===== src/rtl/tinycpu_mem_pkg.sv =====
`default_nettype none
// ============================================================================
// Module      : tinycpu_mem_pkg
// Description : Shared widths, arbiter state encoding, requester ids and the
//               default error word for the main-memory arbiter.
// Revision    : 1.0 - initial release
// ============================================================================
package tinycpu_mem_pkg;

    localparam int ADDR_W = 16;
    localparam int DATA_W = 32;

    // Word handed back to a requester whose transaction was aborted
    localparam logic [DATA_W-1:0] ERR_DATA_DEFAULT = 32'hDEAD_BEEF;

    typedef enum logic [1:0] {
        IDLE = 2'd0,
        BUSY = 2'd1,
        RESP = 2'd2
    } state_t;

    typedef enum logic {
        IC = 1'b0,
        DC = 1'b1
    } req_id_t;

endpackage
`default_nettype wire


===== src/rtl/mem_arbiter.sv =====
`default_nettype none
// ============================================================================
// Module      : mem_arbiter
// Description : Shares the single main-memory port between I-cache miss fills
//               and D-cache reads/writes, one transaction at a time, with a
//               per-transaction watchdog that aborts a hung memory access.
//               Optional macro MEM_ARB_ROUND_ROBIN_EN: on a tie the requester
//               not granted last time wins; otherwise the D-cache always wins.
// Revision    : 1.0 - initial release
// ============================================================================
module mem_arbiter
    import tinycpu_mem_pkg::*;
#(
    parameter int unsigned       TIMEOUT  = 255,
    parameter logic [DATA_W-1:0] ERR_DATA = ERR_DATA_DEFAULT
) (
    input  logic              clk,
    input  logic              reset,
    // I-cache side
    input  logic [ADDR_W-1:0] ic_addr,
    input  logic              ic_en,
    output logic              ic_ack,
    output logic [DATA_W-1:0] ic_do,
    // D-cache side
    input  logic [ADDR_W-1:0] dc_addr,
    input  logic              dc_en,
    input  logic              dc_we,
    input  logic [DATA_W-1:0] dc_di,
    output logic              dc_ack,
    output logic [DATA_W-1:0] dc_do,
    // Main-memory side
    output logic [ADDR_W-1:0] mem_addr,
    output logic              mem_en,
    output logic              mem_we,
    output logic [DATA_W-1:0] mem_di,
    input  logic              mem_ack,
    input  logic [DATA_W-1:0] mem_do,
    // Watchdog abort indication, pulses together with the requester ack
    output logic              err
);

    // Last timer value reached in BUSY before the watchdog fires
    localparam logic [7:0] C_TIMER_LAST = 8'(TIMEOUT - 1);

    state_t     r_state;
    state_t     w_next_state;
    req_id_t    r_grant;
    req_id_t    w_pick;
    logic [7:0] r_timer;
    logic       w_start;
    logic       w_done;
    logic       w_abort;

`ifdef MEM_ARB_ROUND_ROBIN_EN
    req_id_t    r_last_grant;
`endif

    // Requester selection: a lone request wins outright, a tie uses the policy
    always_comb begin
        w_pick = DC;
        if (ic_en && dc_en) begin
`ifdef MEM_ARB_ROUND_ROBIN_EN
            w_pick = (r_last_grant == DC) ? IC : DC;
`else
            w_pick = DC;
`endif
        end else if (ic_en) begin
            w_pick = IC;
        end
    end

    // Next-state logic and the per-cycle transaction events
    always_comb begin
        w_next_state = r_state;
        w_start      = 1'b0;
        w_done       = 1'b0;
        w_abort      = 1'b0;
        case (r_state)
            IDLE: begin
                if (ic_en || dc_en) begin
                    w_start      = 1'b1;
                    w_next_state = BUSY;
                end
            end
            BUSY: begin
                if (mem_ack) begin
                    w_done       = 1'b1;
                    w_next_state = RESP;
                end else if (r_timer == C_TIMER_LAST) begin
                    w_abort      = 1'b1;
                    w_next_state = RESP;
                end
            end
            RESP: begin
                w_next_state = IDLE;
            end
            default: begin
                w_next_state = IDLE;
            end
        endcase
    end

    // State register
    always_ff @(posedge clk or negedge reset) begin
        if (!reset) begin
            r_state <= IDLE;
        end else begin
            r_state <= w_next_state;
        end
    end

    // Remember who owns the current transaction (and who went last for ties)
    always_ff @(posedge clk or negedge reset) begin
        if (!reset) begin
            r_grant      <= IC;
`ifdef MEM_ARB_ROUND_ROBIN_EN
            r_last_grant <= DC;
`endif
        end else if (w_start) begin
            r_grant      <= w_pick;
`ifdef MEM_ARB_ROUND_ROBIN_EN
            r_last_grant <= w_pick;
`endif
        end
    end

    // Watchdog: counts BUSY cycles spent waiting for mem_ack
    always_ff @(posedge clk or negedge reset) begin
        if (!reset) begin
            r_timer <= 8'd0;
        end else if (w_start) begin
            r_timer <= 8'd0;
        end else if (r_state == BUSY && !mem_ack) begin
            r_timer <= r_timer + 8'd1;
        end
    end

    // Memory port: latch the winning request, hold mem_en until ack or abort
    always_ff @(posedge clk or negedge reset) begin
        if (!reset) begin
            mem_addr <= '0;
            mem_en   <= 1'b0;
            mem_we   <= 1'b0;
            mem_di   <= '0;
        end else if (w_start) begin
            mem_en <= 1'b1;
            if (w_pick == DC) begin
                mem_addr <= dc_addr;
                mem_we   <= dc_we;
                mem_di   <= dc_di;
            end else begin
                mem_addr <= ic_addr;
                mem_we   <= 1'b0;
                mem_di   <= '0;
            end
        end else if (w_done || w_abort) begin
            mem_en <= 1'b0;
        end
    end

    // Requester responses: one-cycle ack (and err on abort) to the owner only
    always_ff @(posedge clk or negedge reset) begin
        if (!reset) begin
            ic_ack <= 1'b0;
            dc_ack <= 1'b0;
            ic_do  <= '0;
            dc_do  <= '0;
            err    <= 1'b0;
        end else if (w_done || w_abort) begin
            err <= w_abort;
            if (r_grant == DC) begin
                dc_ack <= 1'b1;
                dc_do  <= w_abort ? ERR_DATA : mem_do;
            end else begin
                ic_ack <= 1'b1;
                ic_do  <= w_abort ? ERR_DATA : mem_do;
            end
        end else begin
            ic_ack <= 1'b0;
            dc_ack <= 1'b0;
            err    <= 1'b0;
        end
    end

endmodule
`default_nettype wire


===== config.mk =====
export PLATFORM = sky130hd
export DESIGN_NAME = mem_arbiter
export DESIGN_NICKNAME = d
export VERILOG_FILES = /design/src/rtl/tinycpu_mem_pkg.sv /design/src/rtl/mem_arbiter.sv
export SDC_FILE = /design/constraint.sdc
export NUM_CORES = 1
export LEC_CHECK = 0
export CORE_MARGIN = 5
export CORE_UTILIZATION = 39
export DETAILED_ROUTE_END_ITERATION = 10
export PLACE_DENSITY = 0.77
export SETUP_SLACK_MARGIN = 0.3
export SLEW_MARGIN = 5
export SYNTH_ARGS = -nofsm -noshare
export SYNTH_HDL_FRONTEND = slang
export SYNTH_SLANG_ARGS = --single-unit

===== constraint.sdc =====
create_clock -name clk -period 1.5 [get_ports clk]
set_clock_uncertainty 0.1 [all_clocks]
set_input_delay 0.225 -clock clk [delete_from_list [all_inputs] [get_ports clk]]
set_output_delay 0.225 -clock clk [all_outputs]
set_load 0.005 [all_outputs]

==> flow_summary.json <==
{
  "outcome": "finished, violations left",
  "violations": "negative setup slack",
  "place.gp.congestion": 0.855,
  "drive_gt1_share_pct": 46.7,
  "r2r_end": "ic_do[27]",
  "synth-seq-cells": 128,
  "areaGrowthSynthToFinish_pct": 88.2,
  "p_leak_nw": 4.74,
  "vdd_drop_max_v": 0.000938,
  "slew_headroom_pct": 72.7,
  "fin_nets": 971,
  "ys_top_cells_by_area": "dfrtp_1 (60%), a22o_1 (8.1%), o22ai_1 (7.3%)",
  "critPathLaunch": "r_state[1]",
  "globalRoute.totalOverflow": 0,
  "power.density_mw_per_mm2": 2170,
  "drtIter0Drc": 467,
  "endpoint": "ic_do[27]",
  "htree_levels": 4,
  "numClockSinks": 128,
  "die_h_um": 127,
  "cp.required_ns": 1.69,
  "synth-seq-area-share_pct": 60.2,
  "yosysMostFrequentCell": "dfrtp_1",
  "synth_nets": 591,
  "yosysWarnings": 0,
  "die_w_um": 127,
  "syn_area_mm2": 0.00533,
  "drtPass1Iterations": 5,
  "rsz0062_at_grt": "yes",
  "slowest_delay_ns": 0.44,
  "worstSetupPathType": "reg -> reg",
  "synthFlopType": "dfrtp_1",
  "worst-path-buf-inv": 2,
  "max_freq_mhz": 624,
  "syn-instance-count": 487,
  "antenna_found_initial": 0,
  "timing.final.crit_period_ns": 1.60,
  "tightest_slew_ns": 0.408,
  "postSynth.asyncResetShare_pct": 100,
  "critPathTopFamily": "flip-flops",
  "start_util_pct": 40.1,
  "r2r_cells": 5,
  "path_depth": 5,
  "synth-edff-count": 0,
  "end_kind": "register",
  "root_buffer": "clkbuf_16",
  "diodes": 0,
  "cts_max_path_buffers": 2,
  "clk_latency_ns": 0.41,
  "hp-class": "in -> async",
  "fin_crit_sh_pct": 107,
  "grt_pass1_vias": 5995,
  "io_pins": 219,
  "yosys.area.top_type_share_pct": 60.2,
  "setup_ws_ns": -0.102,
  "cts_tree": "built",
  "io_buffers": 218,
  "grt_use_total_pct": 24.5,
  "wl_per_cell_um": 21.7,
  "hpwlAfterDp_um": 12600,
  "dieArea_mm2": 0.0161,
  "vias": 5915,
  "numCtsBuffers": 17,
  "grt_max_degree": 50,
  "maxCapViolCount": 0,
  "reg2reg_slack_ns": -0.10,
  "finalPower_mw": 21.7,
  "crit_slowest_cell": "dfrtp_2",
  "ys_top_cells_by_count": "dfrtp_1 (128), o22ai_1 (62), a21oi_1 (53)",
  "core_area_mm2": 0.0133,
  "synth.avg_cell_area_um2": 10.9,
  "place_ws_ns": -0.312,
  "post_drt_via_cell_ratio": 5.60,
  "wl_um": 22900,
  "worst_ep_arrival_time_ns": 1.79,
  "drv_slew": 0,
  "setup_violations": 88,
  "worstPathCellList": "buf_6, nand4bb_1, buf_12, o22ai_1, a21oi_1",
  "grt_pass1_wl_um": 31300,
  "drcViolationCount": 0,
  "row_count": 42,
  "crit_fanout": 24,
  "hold_violations": 0,
  "ant_nets": 0,
  "clkTransAtPathRegs_ns": 0.06,
  "synth_top_cell_by_area": "dfrtp_1",
  "r2r_start": "r_state[1]",
  "cp-start-kind": "register",
  "synth_cell_type_count": 41
}
[state kept, by name (all words and copies together), names as in the netlist]
register,flops
r_timer,8
r_state,2
err,1
ic_do,32
dc_do,32
mem_en,1
r_grant,1
mem_di,32
dc_ack,1
mem_we,1
ic_ack,1
mem_addr,16
[timing repair]
action | in CTS | in global routing
hold endpoints to repair | 128 | 0
hold buffers | 1 | 0
pin swaps | 25 | 34
setup endpoints to repair | 245 | 245
gates cloned | 4 | 13
resized for setup | 513 | 65
setup buffers | 85 | 41
[worst min-delay path by stage]
stage / slack, ns / start / cells past startpoint / endpoint
global placement: 0.05 / reset / 1 / dc_do[16]
global route: 0.20 / reset / 2 / dc_do[16]
floorplan: -0.17 / reset / 0 / dc_ack
detailed placement: 0.05 / reset / 1 / dc_do[16]
CTS: 0.17 / reset / 2 / dc_do[16]
finish: 0.18 / reset / 2 / ic_do[19]
[routing by layer]
| layer | part of all wire (%) | GRT usage [%] |
|---|---|---|
| met5 | 0 | 0 |
| met4 | 3.7 | 8.33 |
| met3 | 9.3 | 6.89 |
| met2 | 51 | 42.2 |
| met1 | 36 | 29.6 |
[where the power goes]
part	leakage, nW	internal (mW)	switching, mW
Combinational	2.85	6.53	5.19
Clock	0.273	2.50	1.59
Sequential	1.61	5.00	0.931
Total	4.74	14.0	7.71
[through the flow]
| step | TNS, ns | hold slack, ns | utilization, % | std cells | cell area [um^2] |
|---|---|---|---|---|---|
| floorplan | -1.07 | -0.171 | - | 487 | 5680 |
| global placement | -23.96 | 0.0543 | 61.3 | 880 | 8150 |
| detailed placement | -27.31 | 0.0498 | 61.3 | 880 | 8150 |
| CTS | -1.97 | 0.170 | 68.8 | 1002 | 9140 |
| global route | -7.33 | 0.202 | 75.4 | 1056 | 10000 |
| finish | -2.60 | 0.185 | 75.4 | 1056 | 10000 |
[worst reg2reg max path, delay by kind of cell, from the launching register on]
family,cells,cell delay [ns]
flip-flops,1,0.44
AO/OA/AOI/OAI,2,0.30
AND/OR/NAND/NOR,1,0.25
buffers and inverters,2,0.38
[area by class of cell]
class / count / area, um^2
Fill cell: 775 / 3270
Multi-Input combinational cell: 271 / 2370
Sequential cell: 128 / 3210
Inverter: 49 / 184
Clock inverter: 12 / 135
Tap cell: 176 / 220
Timing Repair Buffer: 400 / 3460
Clock buffer: 20 / 447
[layout by cell type (no fill, tap or decap), types with 14 or more instances in the layout]
master and n:
a21o_1 17, o22ai_2 22, buf_12 14, dfrtp_1 126, o22ai_1 23, buf_2 112
buf_6 22, inv_1 49, a21oi_1 34, a22o_1 49, clkdlybuf4s50_1 100, buf_4 138
a21oi_2 19, o21ai_1 32, o22ai_4 17, clkbuf_16 25
[kinds of logic after synthesis]
kind of cell / count (synthesis) / share of synthesized area (%)
flip-flops: 128 / 60.2
adder cells (fa/ha/maj): 2 / 0.470
AO/OA/AOI/OAI: 223 / 27.0
buffers and inverters: 88 / 6.51
XOR/XNOR: 1 / 0.165
multiplexers: 3 / 0.564
AND/OR/NAND/NOR: 42 / 5.15
(Power assumes the default switching activity.)
==> RTL edit 1 (same flow settings) <==
The 3 states of `state_t` get a one-hot encoding in 3 bits.
--- a/src/rtl/tinycpu_mem_pkg.sv
+++ b/src/rtl/tinycpu_mem_pkg.sv
@@ -13,10 +13,10 @@
     // Word handed back to a requester whose transaction was aborted
     localparam logic [DATA_W-1:0] ERR_DATA_DEFAULT = 32'hDEAD_BEEF;
 
-    typedef enum logic [1:0] {
-        IDLE = 2'd0,
-        BUSY = 2'd1,
-        RESP = 2'd2
+    typedef enum logic [2:0] {
+        IDLE = 3'b001,
+        BUSY = 3'b010,
+        RESP = 3'b100
     } state_t;
 
     typedef enum logic {
Check against the original RTL: same outputs for any inputs over 10 cycles, from zero or initial values and one cycle with reset low; not proved beyond that.
==> RTL edit 1 against the unedited design <==
The flow still finishes with violations (setup timing); cell count rose by 1.6%; sequential share of layout area rose by 0.054 points; worst hold slack got worse by 27 ps; sequential cell count rose by 1; wire length fell by 9.1%; sequential power fell by 14%; worst setup slack got worse by 260 ps; design area rose by 0.61%; synthesized area rose by 8.3%; total power fell by 24%; critical path type unchanged; largest cell class unchanged; largest power group unchanged.
==> RTL edit 1: results (changes against the unedited design) <==
- Mapped Cells: 508 (+4.3%)
- Lkg Pwr: 4.68 nW (-1.1%)
- Largest net degree at the start of global routing: 52 (+4.0%)
- DRT Wirelength: 20,800 um (-9.1%)
- Top cells by count, synth: dfrtp_1 (128), mux2i_1 (66), a21oi_1 (51), inv_1 (51), o21ai_0 (38)
- Worst-skew pair later-pin latency: 410 ps (about the same)
- Async S/R FF share, synth: 1.00 (unchanged)
- CP Max Fanout: 6 (-75%)
- Inserted Diodes: 0 (unchanged)
- Failing checks: setup timing
- Ys Warns: 0 (unchanged)
- Iter 0 DRT Violations: 266 (-43%)
- Root buffer cell: clkbuf_16
- Maximum vdd drop: 0.910 mV (-3.0%)
- R2r startpoint: r_state[2]
- Via Count: 5,547 (-6.2%)
- Sw frac: 0.307 (-0.0480)
- Max-slew violations: 0 (unchanged)
- Nets: 980 (+0.93%)
- Htree depth: 4 (unchanged)
- Slew HR: 0.790 (+0.0629)
- Number of global-route vias before repair: 5,804 (-3.2%)
- Dpl hpwl: 12,200 um (-3.2%)
- Synth cell types: 39 (-4.9%)
- First-pass DRT Iterations: 5 (unchanged)
- Post-Syn Nets: 612 (+3.6%)
- Setup TNS: -33,970 ps (-31,370 ps)
- Status: complete, but fails checks
- Seq/Total Area, Yosys: 0.560 (-0.0414)
- Vias/cell: 5.17 (-7.7%)
- Pre-CTS WS: -594 ps (-282 ps)
- Global-route wire length before repair: 31,200 um (-0.31%)
- Initial antenna violation count: 0 (unchanged)
- Final setup violating endpoints: 128 (+45%)
- Worst setup margin: -359 ps (-257 ps)
- Gp weighted congestion: 0.784 (-8.3%)
- Biggest registers after layout: dc_do (32), ic_do (32), mem_di (32)
- Max clock buf depth: 2 (unchanged)
- Post-placement cell count: 909 (+3.3%)
- Ranking of synthesized cells by area: dfrtp_1 (56%), mux2i_1 (11%), a22o_1 (5.0%)
- Worst Hold Class: input pin to asynchronous set/reset pin
- Gr usage total: 0.222 (-0.0235)
- CTS Buf Count: 17 (unchanged)
- R2R depth: 7 (+2)
- WP data arrival: 2050 ps (+260 ps)
- Worst r2r dst: dc_do[15]
- Share of layout cells above drive strength 1: 0.422 (-0.0452)
- Port Buffers: 218 (unchanged)
- Worst-path clk slew: 60 ps (about the same)
- Fillers: 1,027 (+33%)
[RTL edit 1: cell types whose count changed after synthesis, moves of 16 or more]
cell	change
mux2i_1	+63
o22ai_1	-62
o21ai_0	+29
o21ai_1	-28
nand2b_1	+23
a22o_1	-16
mux2_2	+16
[RTL edit 1: repair_timing]
action                     4_1_cts  5_1_grt
pin swaps                        5        9
resized for setup              512       50
hold buffers                     1        0
hold endpoints to repair       129        0
setup endpoints to repair      246      246
cloned                           7        3
setup buffers                   81       40
[RTL edit 1: worst max-delay path, stage by stage, from the launching register on]
cell and delay, ps:
dfrtp_2 450, buf_4 150, and4bb_4 390, buf_6 110, buf_6 100, buf_16 120
mux2i_1 230, a21oi_1 90
[RTL edit 1: logic make-up (layout without fill, tap and decap cells)]
logic type / count (synthesis) / after routing / share of synthesized area
AOI/OAI and AO/OA: 144 / 144 / 0.157
DFF: 129 / 129 / 0.560
adders and majority gates: 2 / 2 / 0.00434
and+or+nand+nor: 65 / 66 / 0.0710
muxes: 82 / 82 / 0.146
xor gates and xnor gates: 1 / 1 / 0.00152
buffers and inverters: 85 / 465 / 0.0603
[RTL edit 1: worst max-delay path by stage]
stage	startpoint	end	slack [ps]
after floorplan	r_state[0]	mem_di[0]	-360
after global placement	mem_ack	r_timer[7]	-580
after detailed placement	mem_ack	r_timer[7]	-590
after CTS	r_state[0]	mem_di[14]	-330
after global routing	r_state[2]	ic_do[18]	-420
final	r_state[2]	dc_do[15]	-360
[RTL edit 1: metal layers]
layer	GRT usage	vias to the layer above	wire length, um
li1	-	2502	-
met1	0.261	2709	7890
met2	0.377	290	10600
met3	0.0791	46	1850
met4	0.0749	0	499
met5	0	-	0
[RTL edit 1: per-stage QoR]
stage           util  hold slack [ps]  cell area, sq um
2_1_floorplan      -             -171              5970
3_3_place_gp   0.583             34.7              8470
3_5_place_dp   0.583             33.7              8470
4_1_cts        0.652              148              9470
5_1_grt        0.694              165             10100
6_report       0.694              158             10100
[RTL edit 1: final cells by class]
cell class,count,area [sq um],share of cell area
clock buffers,18,429,0.0426
clock inverters,14,235,0.0233
inverters,51,191,0.0190
multi-input cells,295,2470,0.245
flip-flops and latches,129,3230,0.320
well taps,184,230,0.0228
repair buffers,382,3290,0.326
[RTL edit 1: power by group through the flow]
stage | Clock (W) | Sequential (W) | Combinational (W)
after floorplan | 0 | 0.00522 | 0.00247
after global placement | 0 | 0.00519 | 0.00538
after detailed placement | 0 | 0.00523 | 0.00554
after CTS | 0.00470 | 0.00508 | 0.00595
after global routing | 0.00491 | 0.00524 | 0.00736
final | 0.00468 | 0.00512 | 0.00682
==> RTL edit 2 (same flow settings) <==
Made on the original files. Add a define of `MEM_ARB_ROUND_ROBIN_EN`.
--- a/src/rtl/mem_arbiter.sv
+++ b/src/rtl/mem_arbiter.sv
@@ -8,6 +8,8 @@
 //               not granted last time wins; otherwise the D-cache always wins.
 // Revision    : 1.0 - initial release
 // ============================================================================
+`define MEM_ARB_ROUND_ROBIN_EN
+
 module mem_arbiter
     import tinycpu_mem_pkg::*;
 #(
Behaviour: not the same (Yosys sat finds a counterexample within 4 cycles, from zero or initial values and one cycle with reset low).
==> RTL edit 2 against the unedited design <==
The run still ends with setup timing left; design area grew 3.5%; synthesized area grew 3.2%; critical path depth grew 1; first-iteration DRC count grew 6.9%; core utilization shrank 0.39 points; via count grew 4.0%; wire length grew 1.9%; highest routed layer unchanged; critical endpoint is now dc_do[17]; worst setup slack lost 67 ps; sequential cell count grew 1; total power shrank 0.35%; cell count grew 4.0%; sequential share of layout area shrank 0.82 points.
==> RTL edit 2: results (changes against the unedited design) <==
- Int Pwr: 0.0141 W (+0.81%)
- Post-synthesis mux area share: 0.00182 (-0.00382)
- DR WL met3: 1340 um (-37%)
- Top cells by count, synth: dfrtp_1 (128), a21oi_1 (73), inv_1 (51)
- Gp weighted congestion: 0.855 (about the same)
- Status: complete, but fails checks
- Synth Area in XOR/XNOR: 0.00159 (-0.0000517)
- Synth Area in Compound Gates: 0.265 (-0.00461)
- Iter 0 DRT Violations: 499 (+6.9%)
- Lkg Pwr: 4.80 nW (+1.4%)
- Wire length on met1: 8490 um (+2.7%)
- Worst setup margin: -168 ps (-66.8 ps)
- Mapped Cells: 515 (+5.7%)
- Post-Syn Nets: 619 (+4.7%)
- First-pass DRT Iterations: 6 (+1)
- Main synth FF type: dfrtp_1
- Nets: 1,009 (+3.9%)
- Pre-CTS WS: -397 ps (-85.1 ps)
- Global-route wire length before repair: 32,500 um (+4.1%)
- CP Max Fanout: 8 (-67%)
- Maximum vdd drop: 1.18 mV (+25%)
- Largest net degree at the start of global routing: 41 (-18%)
- Gr usage total: 0.250 (+0.00458)
- Post-CTS sizing: 518 (+0.97%)
- Share of layout cells above drive strength 1: 0.476 (+0.00899)
- Worst Setup EP: dc_do[17]
- Final setup violating endpoints: 118 (+34%)
- GR Layer Usage met3: 0.0523 (-0.0166)
- Met2 WL post-DR: 12,600 um (+8.2%)
- R2R depth: 6 (+1)
- Failing checks: setup timing
- Via Count: 6,153 (+4.0%)
- Post-synthesis adder-cell area fraction: 0.00455 (-0.000148)
- Worst Hold Class: input pin to asynchronous set/reset pin
- Post-placement cell count: 914 (+3.9%)
- Met1 Use GR: 0.283 (-0.0127)
- Inserted Diodes: 0 (unchanged)
- Dpl hpwl: 12,500 um (-0.29%)
- WP data arrival: 1870 ps (+80 ps)
- Seq/Total Area, Yosys: 0.587 (-0.0141)
- Slew HR: 0.659 (-0.0685)
- Global Route met2 Usage: 0.437 (+0.0147)
- Post-CTS Setup Inserts: 91 (+7.1%)
- Setup TNS: -6080 ps (-3480 ps)
- Number of global-route vias before repair: 6,219 (+3.7%)
- Drt wl/cell: 21.3 um (-2.0%)
- Vias/cell: 5.60 (about the same)
- Async S/R FF share, synth: 1.00 (unchanged)
[RTL edit 2: power groups by stage]
stage          registers [W]  logic [W]  clock network, W
2_1_floorplan        0.00597    0.00373                 0
3_3_place_gp         0.00592    0.00776                 0
3_5_place_dp         0.00600    0.00803                 0
4_1_cts              0.00570    0.00905           0.00441
5_1_grt              0.00596     0.0122           0.00459
6_report             0.00582     0.0115           0.00438
[RTL edit 2: through the flow]
step | utilization | instance area (sq um) | hold slack [ps]
2_1_floorplan | - | 5810 | -171
5_1_grt | 0.750 | 10400 | 263
4_1_cts | 0.683 | 9450 | 220
3_5_place_dp | 0.602 | 8320 | 113
6_report | 0.750 | 10400 | 239
3_3_place_gp | 0.602 | 8320 | 110
[RTL edit 2: cell type report]
type	count	area (sq um)
inverters	51	191
well taps	180	225
flip-flops and latches	129	3230
clock buffers	21	480
repair buffers	414	3580
multi-input cells	292	2510
clock inverters	11	153
fillers	850	3460
